[src/rtl/pong_game_engine_if.sv]
// Signal bundle between the Pong game engine and its neighbours: frame pacing,
// player controls in, registered positions/scores/state out to the VGA generator.
interface pong_game_engine_if;
   logic       frame_tick;
   logic       l_up;
   logic       l_down;
   logic       r_up;
   logic       r_down;
   logic       restart;
   logic [9:0] ball_x;
   logic [9:0] ball_y;
   logic [9:0] l_paddle_y;
   logic [9:0] r_paddle_y;
   logic [3:0] score_l;
   logic [3:0] score_r;
   logic [1:0] game_state;

   modport master (
      output frame_tick, l_up, l_down, r_up, r_down, restart,
      input  ball_x, ball_y, l_paddle_y, r_paddle_y, score_l, score_r, game_state
   );

   modport slave (
      input  frame_tick, l_up, l_down, r_up, r_down, restart,
      output ball_x, ball_y, l_paddle_y, r_paddle_y, score_l, score_r, game_state
   );
endinterface

[src/rtl/pong_game_engine.sv]
// Pong game-state engine: once per frame moves paddles and ball, resolves collisions,
// keeps score and sequences SERVE/PLAY/GAME_OVER. Optional PONG_SPEEDUP_EN adds ball speed-up on paddle hits.
module pong_game_engine #(
   parameter int SCREEN_W     = 640,
   parameter int SCREEN_H     = 480,
   parameter int PADDLE_W     = 10,
   parameter int PADDLE_H     = 60,
   parameter int PADDLE_X     = 20,
   parameter int BALL_SIZE    = 8,
   parameter int BALL_SPEED   = 4,
   parameter int PADDLE_SPEED = 4,
   parameter int SERVE_FRAMES = 60,
   parameter int WIN_SCORE    = 9
) (
   input logic               clk,
   input logic               rst_n,
   pong_game_engine_if.slave bus
);

   localparam logic [1:0] ST_SERVE = 2'd0;
   localparam logic [1:0] ST_PLAY  = 2'd1;
   localparam logic [1:0] ST_OVER  = 2'd2;

   localparam int CNT_W = $clog2(SERVE_FRAMES + 1);
   localparam int SPD_W = $clog2(2 * BALL_SPEED + 1);

   localparam logic [9:0]  BALL_CX  = 10'((SCREEN_W - BALL_SIZE) / 2);
   localparam logic [9:0]  BALL_CY  = 10'((SCREEN_H - BALL_SIZE) / 2);
   localparam logic [9:0]  PAD_C    = 10'((SCREEN_H - PADDLE_H) / 2);
   localparam logic [9:0]  PAD_MAX  = 10'(SCREEN_H - PADDLE_H);
   localparam logic [9:0]  Y_MAX    = 10'(SCREEN_H - BALL_SIZE);
   localparam logic [10:0] X_MAX    = 11'(SCREEN_W - BALL_SIZE);
   localparam logic [9:0]  L_FACE   = 10'(PADDLE_X + PADDLE_W);
   localparam logic [10:0] R_FACE   = 11'(SCREEN_W - PADDLE_X - PADDLE_W);
   localparam logic [9:0]  R_STOP   = 10'(SCREEN_W - PADDLE_X - PADDLE_W - BALL_SIZE);
   localparam logic [CNT_W-1:0] CNT_LAST = CNT_W'(SERVE_FRAMES - 1);

   logic [1:0]       state_q, state_d;
   logic [CNT_W-1:0] cnt_q, cnt_d;
   logic [9:0]       ball_x_q, ball_x_d;
   logic [9:0]       ball_y_q, ball_y_d;
   logic [9:0]       l_pad_q, l_pad_d;
   logic [9:0]       r_pad_q, r_pad_d;
   logic [3:0]       score_l_q, score_l_d;
   logic [3:0]       score_r_q, score_r_d;
   logic             dir_x_q, dir_x_d;   // 1 = right
   logic             dir_y_q, dir_y_d;   // 1 = down

   logic             score_l_evt;
   logic             score_r_evt;
   logic [SPD_W-1:0] cur_spd_x;
   logic [SPD_W-1:0] cur_spd_y;

`ifdef PONG_SPEEDUP_EN
   localparam logic [SPD_W-1:0] SPD_MAX = SPD_W'(2 * BALL_SPEED);
   logic [SPD_W-1:0] spd_x_q, spd_x_d;
   logic [SPD_W-1:0] spd_y_q, spd_y_d;
   logic             paddle_hit;
   assign cur_spd_x = spd_x_q;
   assign cur_spd_y = spd_y_q;
`else
   assign cur_spd_x = SPD_W'(BALL_SPEED);
   assign cur_spd_y = SPD_W'(BALL_SPEED);
`endif

   function automatic logic [9:0] paddle_next(input logic [9:0] y, input logic up, input logic dn);
      logic [9:0] res;
      if (up && !dn) begin
         if (y < 10'(PADDLE_SPEED)) begin
            res = 10'd0;
         end else begin
            res = y - 10'(PADDLE_SPEED);
         end
      end else if (dn && !up) begin
         if ({1'b0, y} + 11'(PADDLE_SPEED) > {1'b0, PAD_MAX}) begin
            res = PAD_MAX;
         end else begin
            res = y + 10'(PADDLE_SPEED);
         end
      end else begin
         res = y;
      end
      return res;
   endfunction

   function automatic logic overlaps(input logic [9:0] by, input logic [9:0] py);
      return (({1'b0, by} + 11'(BALL_SIZE)) > {1'b0, py}) &&
             ({1'b0, by} < ({1'b0, py} + 11'(PADDLE_H)));
   endfunction

   // Next-state computation for the whole game, evaluated every cycle, committed on clk.
   always_comb begin
      state_d     = state_q;
      cnt_d       = cnt_q;
      ball_x_d    = ball_x_q;
      ball_y_d    = ball_y_q;
      l_pad_d     = l_pad_q;
      r_pad_d     = r_pad_q;
      score_l_d   = score_l_q;
      score_r_d   = score_r_q;
      dir_x_d     = dir_x_q;
      dir_y_d     = dir_y_q;
      score_l_evt = 1'b0;
      score_r_evt = 1'b0;
`ifdef PONG_SPEEDUP_EN
      spd_x_d     = spd_x_q;
      spd_y_d     = spd_y_q;
      paddle_hit  = 1'b0;
`endif

      case (state_q)
         ST_SERVE: begin
            if (bus.frame_tick) begin
               l_pad_d  = paddle_next(l_pad_q, bus.l_up, bus.l_down);
               r_pad_d  = paddle_next(r_pad_q, bus.r_up, bus.r_down);
               ball_x_d = BALL_CX;
               ball_y_d = BALL_CY;
               if (cnt_q == CNT_LAST) begin
                  cnt_d   = {CNT_W{1'b0}};
                  state_d = ST_PLAY;
               end else begin
                  cnt_d = cnt_q + CNT_W'(1);
               end
            end else begin
               cnt_d = cnt_q;
            end
         end

         ST_PLAY: begin
            if (bus.frame_tick) begin
               l_pad_d = paddle_next(l_pad_q, bus.l_up, bus.l_down);
               r_pad_d = paddle_next(r_pad_q, bus.r_up, bus.r_down);

               // Vertical: sums rather than differences keep the wall test wrap-free.
               if (!dir_y_q) begin
                  if (ball_y_q <= 10'(cur_spd_y)) begin
                     ball_y_d = 10'd0;
                     dir_y_d  = 1'b1;
                  end else begin
                     ball_y_d = ball_y_q - 10'(cur_spd_y);
                  end
               end else begin
                  if ({1'b0, ball_y_q} + 11'(cur_spd_y) >= {1'b0, Y_MAX}) begin
                     ball_y_d = Y_MAX;
                     dir_y_d  = 1'b0;
                  end else begin
                     ball_y_d = ball_y_q + 10'(cur_spd_y);
                  end
               end

               // Horizontal: a paddle only catches a ball that would cross its face this frame.
               if (!dir_x_q) begin
                  if ((ball_x_q >= L_FACE) &&
                      ({1'b0, ball_x_q} < ({1'b0, L_FACE} + 11'(cur_spd_x))) &&
                      overlaps(ball_y_q, l_pad_q)) begin
                     ball_x_d = L_FACE;
                     dir_x_d  = 1'b1;
`ifdef PONG_SPEEDUP_EN
                     paddle_hit = 1'b1;
`endif
                  end else if (ball_x_q < 10'(cur_spd_x)) begin
                     score_r_evt = 1'b1;
                  end else begin
                     ball_x_d = ball_x_q - 10'(cur_spd_x);
                  end
               end else begin
                  if (({1'b0, ball_x_q} + 11'(BALL_SIZE) <= R_FACE) &&
                      ({1'b0, ball_x_q} + 11'(BALL_SIZE) + 11'(cur_spd_x) > R_FACE) &&
                      overlaps(ball_y_q, r_pad_q)) begin
                     ball_x_d = R_STOP;
                     dir_x_d  = 1'b0;
`ifdef PONG_SPEEDUP_EN
                     paddle_hit = 1'b1;
`endif
                  end else if ({1'b0, ball_x_q} + 11'(cur_spd_x) >= X_MAX) begin
                     score_l_evt = 1'b1;
                  end else begin
                     ball_x_d = ball_x_q + 10'(cur_spd_x);
                  end
               end

               // Point scored: serve toward whoever conceded, vertical direction kept.
               if (score_l_evt || score_r_evt) begin
                  ball_x_d = BALL_CX;
                  ball_y_d = BALL_CY;
                  dir_y_d  = dir_y_q;
                  dir_x_d  = score_l_evt;
                  cnt_d    = {CNT_W{1'b0}};
                  if (score_l_evt) begin
                     score_l_d = score_l_q + 4'd1;
                  end else begin
                     score_r_d = score_r_q + 4'd1;
                  end
                  if ((score_l_evt && (score_l_q + 4'd1 == 4'(WIN_SCORE))) ||
                      (score_r_evt && (score_r_q + 4'd1 == 4'(WIN_SCORE)))) begin
                     state_d = ST_OVER;
                  end else begin
                     state_d = ST_SERVE;
                  end
               end else begin
                  cnt_d = cnt_q;
               end
            end else begin
               cnt_d = cnt_q;
            end
         end

         ST_OVER: begin
            ball_x_d = BALL_CX;
            ball_y_d = BALL_CY;
            if (bus.restart) begin
               score_l_d = 4'd0;
               score_r_d = 4'd0;
               l_pad_d   = PAD_C;
               r_pad_d   = PAD_C;
               cnt_d     = {CNT_W{1'b0}};
               state_d   = ST_SERVE;
            end else begin
               state_d = ST_OVER;
            end
         end

         default: begin
            state_d = ST_SERVE;
            cnt_d   = {CNT_W{1'b0}};
         end
      endcase

`ifdef PONG_SPEEDUP_EN
      if (state_d == ST_SERVE && state_q != ST_SERVE) begin
         spd_x_d = SPD_W'(BALL_SPEED);
         spd_y_d = SPD_W'(BALL_SPEED);
      end else if (paddle_hit) begin
         spd_x_d = (spd_x_q < SPD_MAX) ? spd_x_q + SPD_W'(1) : SPD_MAX;
         spd_y_d = (spd_y_q < SPD_MAX) ? spd_y_q + SPD_W'(1) : SPD_MAX;
      end else begin
         spd_x_d = spd_x_q;
         spd_y_d = spd_y_q;
      end
`endif
   end

   // Game state registers with synchronous active-low reset.
   always_ff @(posedge clk) begin
      if (!rst_n) begin
         state_q   <= ST_SERVE;
         cnt_q     <= {CNT_W{1'b0}};
         ball_x_q  <= BALL_CX;
         ball_y_q  <= BALL_CY;
         l_pad_q   <= PAD_C;
         r_pad_q   <= PAD_C;
         score_l_q <= 4'd0;
         score_r_q <= 4'd0;
         dir_x_q   <= 1'b1;
         dir_y_q   <= 1'b1;
`ifdef PONG_SPEEDUP_EN
         spd_x_q   <= SPD_W'(BALL_SPEED);
         spd_y_q   <= SPD_W'(BALL_SPEED);
`endif
      end else begin
         state_q   <= state_d;
         cnt_q     <= cnt_d;
         ball_x_q  <= ball_x_d;
         ball_y_q  <= ball_y_d;
         l_pad_q   <= l_pad_d;
         r_pad_q   <= r_pad_d;
         score_l_q <= score_l_d;
         score_r_q <= score_r_d;
         dir_x_q   <= dir_x_d;
         dir_y_q   <= dir_y_d;
`ifdef PONG_SPEEDUP_EN
         spd_x_q   <= spd_x_d;
         spd_y_q   <= spd_y_d;
`endif
      end
   end

   assign bus.ball_x     = ball_x_q;
   assign bus.ball_y     = ball_y_q;
   assign bus.l_paddle_y = l_pad_q;
   assign bus.r_paddle_y = r_pad_q;
   assign bus.score_l    = score_l_q;
   assign bus.score_r    = score_r_q;
   assign bus.game_state = state_q;

endmodule

[src/flat_wrapper.sv]
// flat-port wrapper written by rule: the top's interface ports become plain ports
module pong_game_engine_flat 
#(
   parameter int SCREEN_W     = 640,
   parameter int SCREEN_H     = 480,
   parameter int PADDLE_W     = 10,
   parameter int PADDLE_H     = 60,
   parameter int PADDLE_X     = 20,
   parameter int BALL_SIZE    = 8,
   parameter int BALL_SPEED   = 4,
   parameter int PADDLE_SPEED = 4,
   parameter int SERVE_FRAMES = 60,
   parameter int WIN_SCORE    = 9
)
  (clk, rst_n, bus_frame_tick, bus_l_up, bus_l_down, bus_r_up, bus_r_down, bus_restart, bus_ball_x, bus_ball_y, bus_l_paddle_y, bus_r_paddle_y, bus_score_l, bus_score_r, bus_game_state);
  pong_game_engine_if bus_i ();
  input logic clk;
  input logic rst_n;
  input wire logic [$bits(bus_i.frame_tick)-1:0] bus_frame_tick;
  input wire logic [$bits(bus_i.l_up)-1:0] bus_l_up;
  input wire logic [$bits(bus_i.l_down)-1:0] bus_l_down;
  input wire logic [$bits(bus_i.r_up)-1:0] bus_r_up;
  input wire logic [$bits(bus_i.r_down)-1:0] bus_r_down;
  input wire logic [$bits(bus_i.restart)-1:0] bus_restart;
  output wire logic [$bits(bus_i.ball_x)-1:0] bus_ball_x;
  output wire logic [$bits(bus_i.ball_y)-1:0] bus_ball_y;
  output wire logic [$bits(bus_i.l_paddle_y)-1:0] bus_l_paddle_y;
  output wire logic [$bits(bus_i.r_paddle_y)-1:0] bus_r_paddle_y;
  output wire logic [$bits(bus_i.score_l)-1:0] bus_score_l;
  output wire logic [$bits(bus_i.score_r)-1:0] bus_score_r;
  output wire logic [$bits(bus_i.game_state)-1:0] bus_game_state;
  assign bus_i.frame_tick = bus_frame_tick;
  assign bus_i.l_up = bus_l_up;
  assign bus_i.l_down = bus_l_down;
  assign bus_i.r_up = bus_r_up;
  assign bus_i.r_down = bus_r_down;
  assign bus_i.restart = bus_restart;
  assign bus_ball_x = bus_i.ball_x;
  assign bus_ball_y = bus_i.ball_y;
  assign bus_l_paddle_y = bus_i.l_paddle_y;
  assign bus_r_paddle_y = bus_i.r_paddle_y;
  assign bus_score_l = bus_i.score_l;
  assign bus_score_r = bus_i.score_r;
  assign bus_game_state = bus_i.game_state;
  pong_game_engine #(.SCREEN_W(SCREEN_W), .SCREEN_H(SCREEN_H), .PADDLE_W(PADDLE_W), .PADDLE_H(PADDLE_H), .PADDLE_X(PADDLE_X), .BALL_SIZE(BALL_SIZE), .BALL_SPEED(BALL_SPEED), .PADDLE_SPEED(PADDLE_SPEED), .SERVE_FRAMES(SERVE_FRAMES), .WIN_SCORE(WIN_SCORE)) u_core (.clk(clk), .rst_n(rst_n), .bus(bus_i));
endmodule
[config.mk]
export PLATFORM = sky130hd
export DESIGN_NAME = pong_game_engine_flat
export DESIGN_NICKNAME = d
export VERILOG_FILES = /design/src/rtl/pong_game_engine_if.sv /design/src/rtl/pong_game_engine.sv /design/src/flat_wrapper.sv
export SDC_FILE = /design/constraint.sdc
export NUM_CORES = 1
export LEC_CHECK = 0
export ABC_AREA = 0
export ABC_CLOCK_PERIOD_IN_PS = 9350
export BUFFER_PORTS_ARGS = -buffer_cell sky130_fd_sc_hd__buf_2
export CAP_MARGIN = 20
export CORE_MARGIN = 4
export CORE_UTILIZATION = 50
export DETAILED_ROUTE_END_ITERATION = 7
export GPL_TIMING_DRIVEN = 0
export HOLD_SLACK_MARGIN = 0.05
export PLACE_DENSITY_LB_ADDON = 0.12
export SLEW_MARGIN = 15
export SYNTH_ARGS = -nofsm -noshare
export SYNTH_HDL_FRONTEND = slang
export SYNTH_SLANG_ARGS = --single-unit
[constraint.sdc]
create_clock -name clk -period 9.35 [get_ports clk]
set_input_delay 0.4675 -clock clk [delete_from_list [all_inputs] [get_ports clk]]
set_output_delay 0.4675 -clock clk [all_outputs]
set_load 0.03 [all_outputs]
==> run metrics <==
Filler cells=1036; Synth Warn #=0; post-DR wirelength/cell=18.0 um; Slew HR=0.483; RSZ-0062 raised after global routing=false; number of global-route vias before repair=5601; # rows=38; Worst Setup SP=u_core.bus.l_paddle_y[2]; Tot Pwr=0.571 mW; Area growth syn-to-layout=10.1%; Max-cap violations=0; clock sinks=53; post-synthesis sequential area ratio=0.189; Initial Utilization=0.515; reg-to-reg slack, setup=5.27 ns; Total Wirelength=17300 um; antenna viol nets, final=0; remaining global-route overflow=0; Worst Hold Class=register to register; htree depth=2; Worst Path Max Fanout=10; Unique masters post-synth=77; latest clock arrival within the worst-skew pair=0.34 ns; NumNets Final=883; worst hold slack=0.491 ns; final setup margin=5.27 ns; largest net degree at the start of global routing=17; EDFF count, synth=0; post-CTS setup buffer count=0; post-cts resize count=0; CTS tree=built; mapped cell area=0.00560 mm2; main area contributors after synthesis=dfxtp_1 (19%), ha_1 (13%), nand2_1 (4.5%), a21oi_1 (4.2%), nor2_1 (3.9%); slew at the pin with the worst max-slew slack=0.769 ns; ANT cells=0; worst slack at placement=5.36 ns; synthesized instance count=753; ys flop type=dfxtp_1; Root Buffer=clkbuf_8; PwrDens=92.5 mW/mm2; area of the multi-input gates=0.00416 mm2; P_leak=2.55 nW; share of layout cells above drive strength 1=0.130; GPL Wtd Cong=0.972; vias per cell=6.24; DRC errors left=0; via count=5975; R2R Path Start=u_core.bus.l_paddle_y[2]; core area=0.0109 mm2; worst setup path category=register to register; Final Hold Viols=0; DIE WIDTH=114 um; Tot GR Track Use=0.262; final clock skew=0.00816 ns; DR pass1 iterations=5; Tcrit/Tclk final=0.436; first-pass GRT wire length=27700 um; final setup violating endpoints=0; top cell type's share of synthesized area=0.189; die area=0.0130 mm2; IO Count=58; detailed placement HPWL=13100 um; Syn Area/Cell=7.44 um2; WP data required=9.54 ns; min Tclk post-route=4.08 ns; Worst-path clk slew=0.11 ns; status=completed; initial antenna violation count=0; VDD IR-drop max=0.0596 mV; Longest Clk Path Bufs=2; CP endpoint=u_core.bus.ball_x[2]; Die Span Y=114 um; final slew viol count=0; register bit total from synthesis=53; 1st-iter DRT viols=561; port buffer count=52; Worst EP arrival=4.27 ns; post-synth top area cell=dfxtp_1; Async SR Flop Fraction=0; hold_buf cts=0; Setup crit start kind=register; Num CTS Buffers=5; Finished Core Util=0.567; endpoint type of the worst setup path=register; register area=0.00106 mm2; number of cells on the worst reg-to-reg path=14; setup_tns=0 ns; fmax=245 MHz; RR Endpoint=u_core.bus.ball_x[2]
logic make-up after synthesis:
group | Yosys count | synth area share
compound gates | 219 | 0.278
fa+ha+maj | 58 | 0.130
buf+inv | 89 | 0.0703
xor+xnor | 39 | 0.0623
simple gates | 291 | 0.264
flops | 53 | 0.189
other cells | 1 | 0.000669
mux | 3 | 0.00536
synthesized netlist by cell type, drive strengths merged (9+ instances only):
library cell	count
nor4	13
nor2b	15
a31oi	14
buf	22
clkbuf	26
a21oi	48
nand3	41
nor3	34
ha	58
dfxtp	53
o311ai	9
inv	40
o21a	12
xnor2	23
nor2	58
o211ai	12
nand2b	13
a21boi	13
o21ai	44
nand2	68
nand4	13
a211oi	10
xor2	16
cells in the final DEF (no fill, tap or decap), types with 13 or more instances in the layout:
master     n
clkbuf_1  27
dfxtp_1   53
a21oi_1   47
nor2_1    58
o21ai_0   40
buf_2     64
xnor2_1   23
nor3_1    34
a31oi_1   13
xor2_1    15
nand2_1   67
nor4_1    13
inv_1     38
nor2b_1   15
ha_1      58
nand3_1   41
nand2b_1  13
registers in the layout, summed over array words and instances (netlist names), 2 cells and up:
register / flops
u_core.bus.r_paddle_y: 9
u_core.bus.ball_y: 8
u_core.bus.score_r: 4
u_core.bus.game_state: 2
u_core.bus.ball_x: 9
u_core.bus.score_l: 4
u_core.cnt_q: 6
u_core.bus.l_paddle_y: 9
layout make-up:
class | instances | share of cell area
clock inverter | 2 | 0.00629
timing repair buffer | 53 | 0.0430
sequential | 53 | 0.172
multi-input combinational | 615 | 0.675
inverter | 41 | 0.0249
clock buffer | 6 | 0.0118
tap | 140 | 0.0284
buffer | 48 | 0.0389
worst max-delay path, stage by stage, from the launching register on:
cell and delay [ns]:
dfxtp_1 0.42, inv_1 0.16, ha_1 0.25, nor3b_4 0.39, nor2_1 0.10, xnor2_1 0.14
ha_1 0.22, or4_1 0.55, o32ai_1 0.19, a311oi_2 0.13, a211oi_4 0.36, o31ai_4 0.13
a31oi_4 0.32, o21a_1 0.37, o21ai_0 0.20
through the flow:
stage,instances,instance area (um2)
6_report,958,6170
5_1_grt,958,6170
4_1_cts,957,6160
3_5_place_dp,949,6050
3_3_place_gp,949,6050
2_1_floorplan,757,5620
report_power, final:
group / switching, mW / total [mW] / internal [mW]
registers: 0.00876 / 0.240 / 0.231
logic: 0.0993 / 0.156 / 0.0567
clock network: 0.0936 / 0.174 / 0.0808
total: 0.202 / 0.571 / 0.369
worst min path at each step:
stage,startpoint,end,cells past startpoint
after floorplan,u_core.cnt_q[1],u_core.cnt_q[1],2
after global placement,u_core.bus.score_r[3],u_core.bus.score_r[3],2
after detailed placement,u_core.bus.score_r[3],u_core.bus.score_r[3],2
after CTS,u_core.bus.score_r[3],u_core.bus.score_r[3],2
after global routing,u_core.bus.score_r[3],u_core.bus.score_r[3],2
final,u_core.bus.score_r[3],u_core.bus.score_r[3],2
per-layer routing:
metal  up-vias  GRT usage  wire [um]
met2       237      0.439       8180
met3        47     0.0414       1020
met4         0      0.103        507
met5         -          0          0
met1      2804      0.339       7550
li1       2887          -          -
Note: power is estimated with default switching activity, not from simulation.
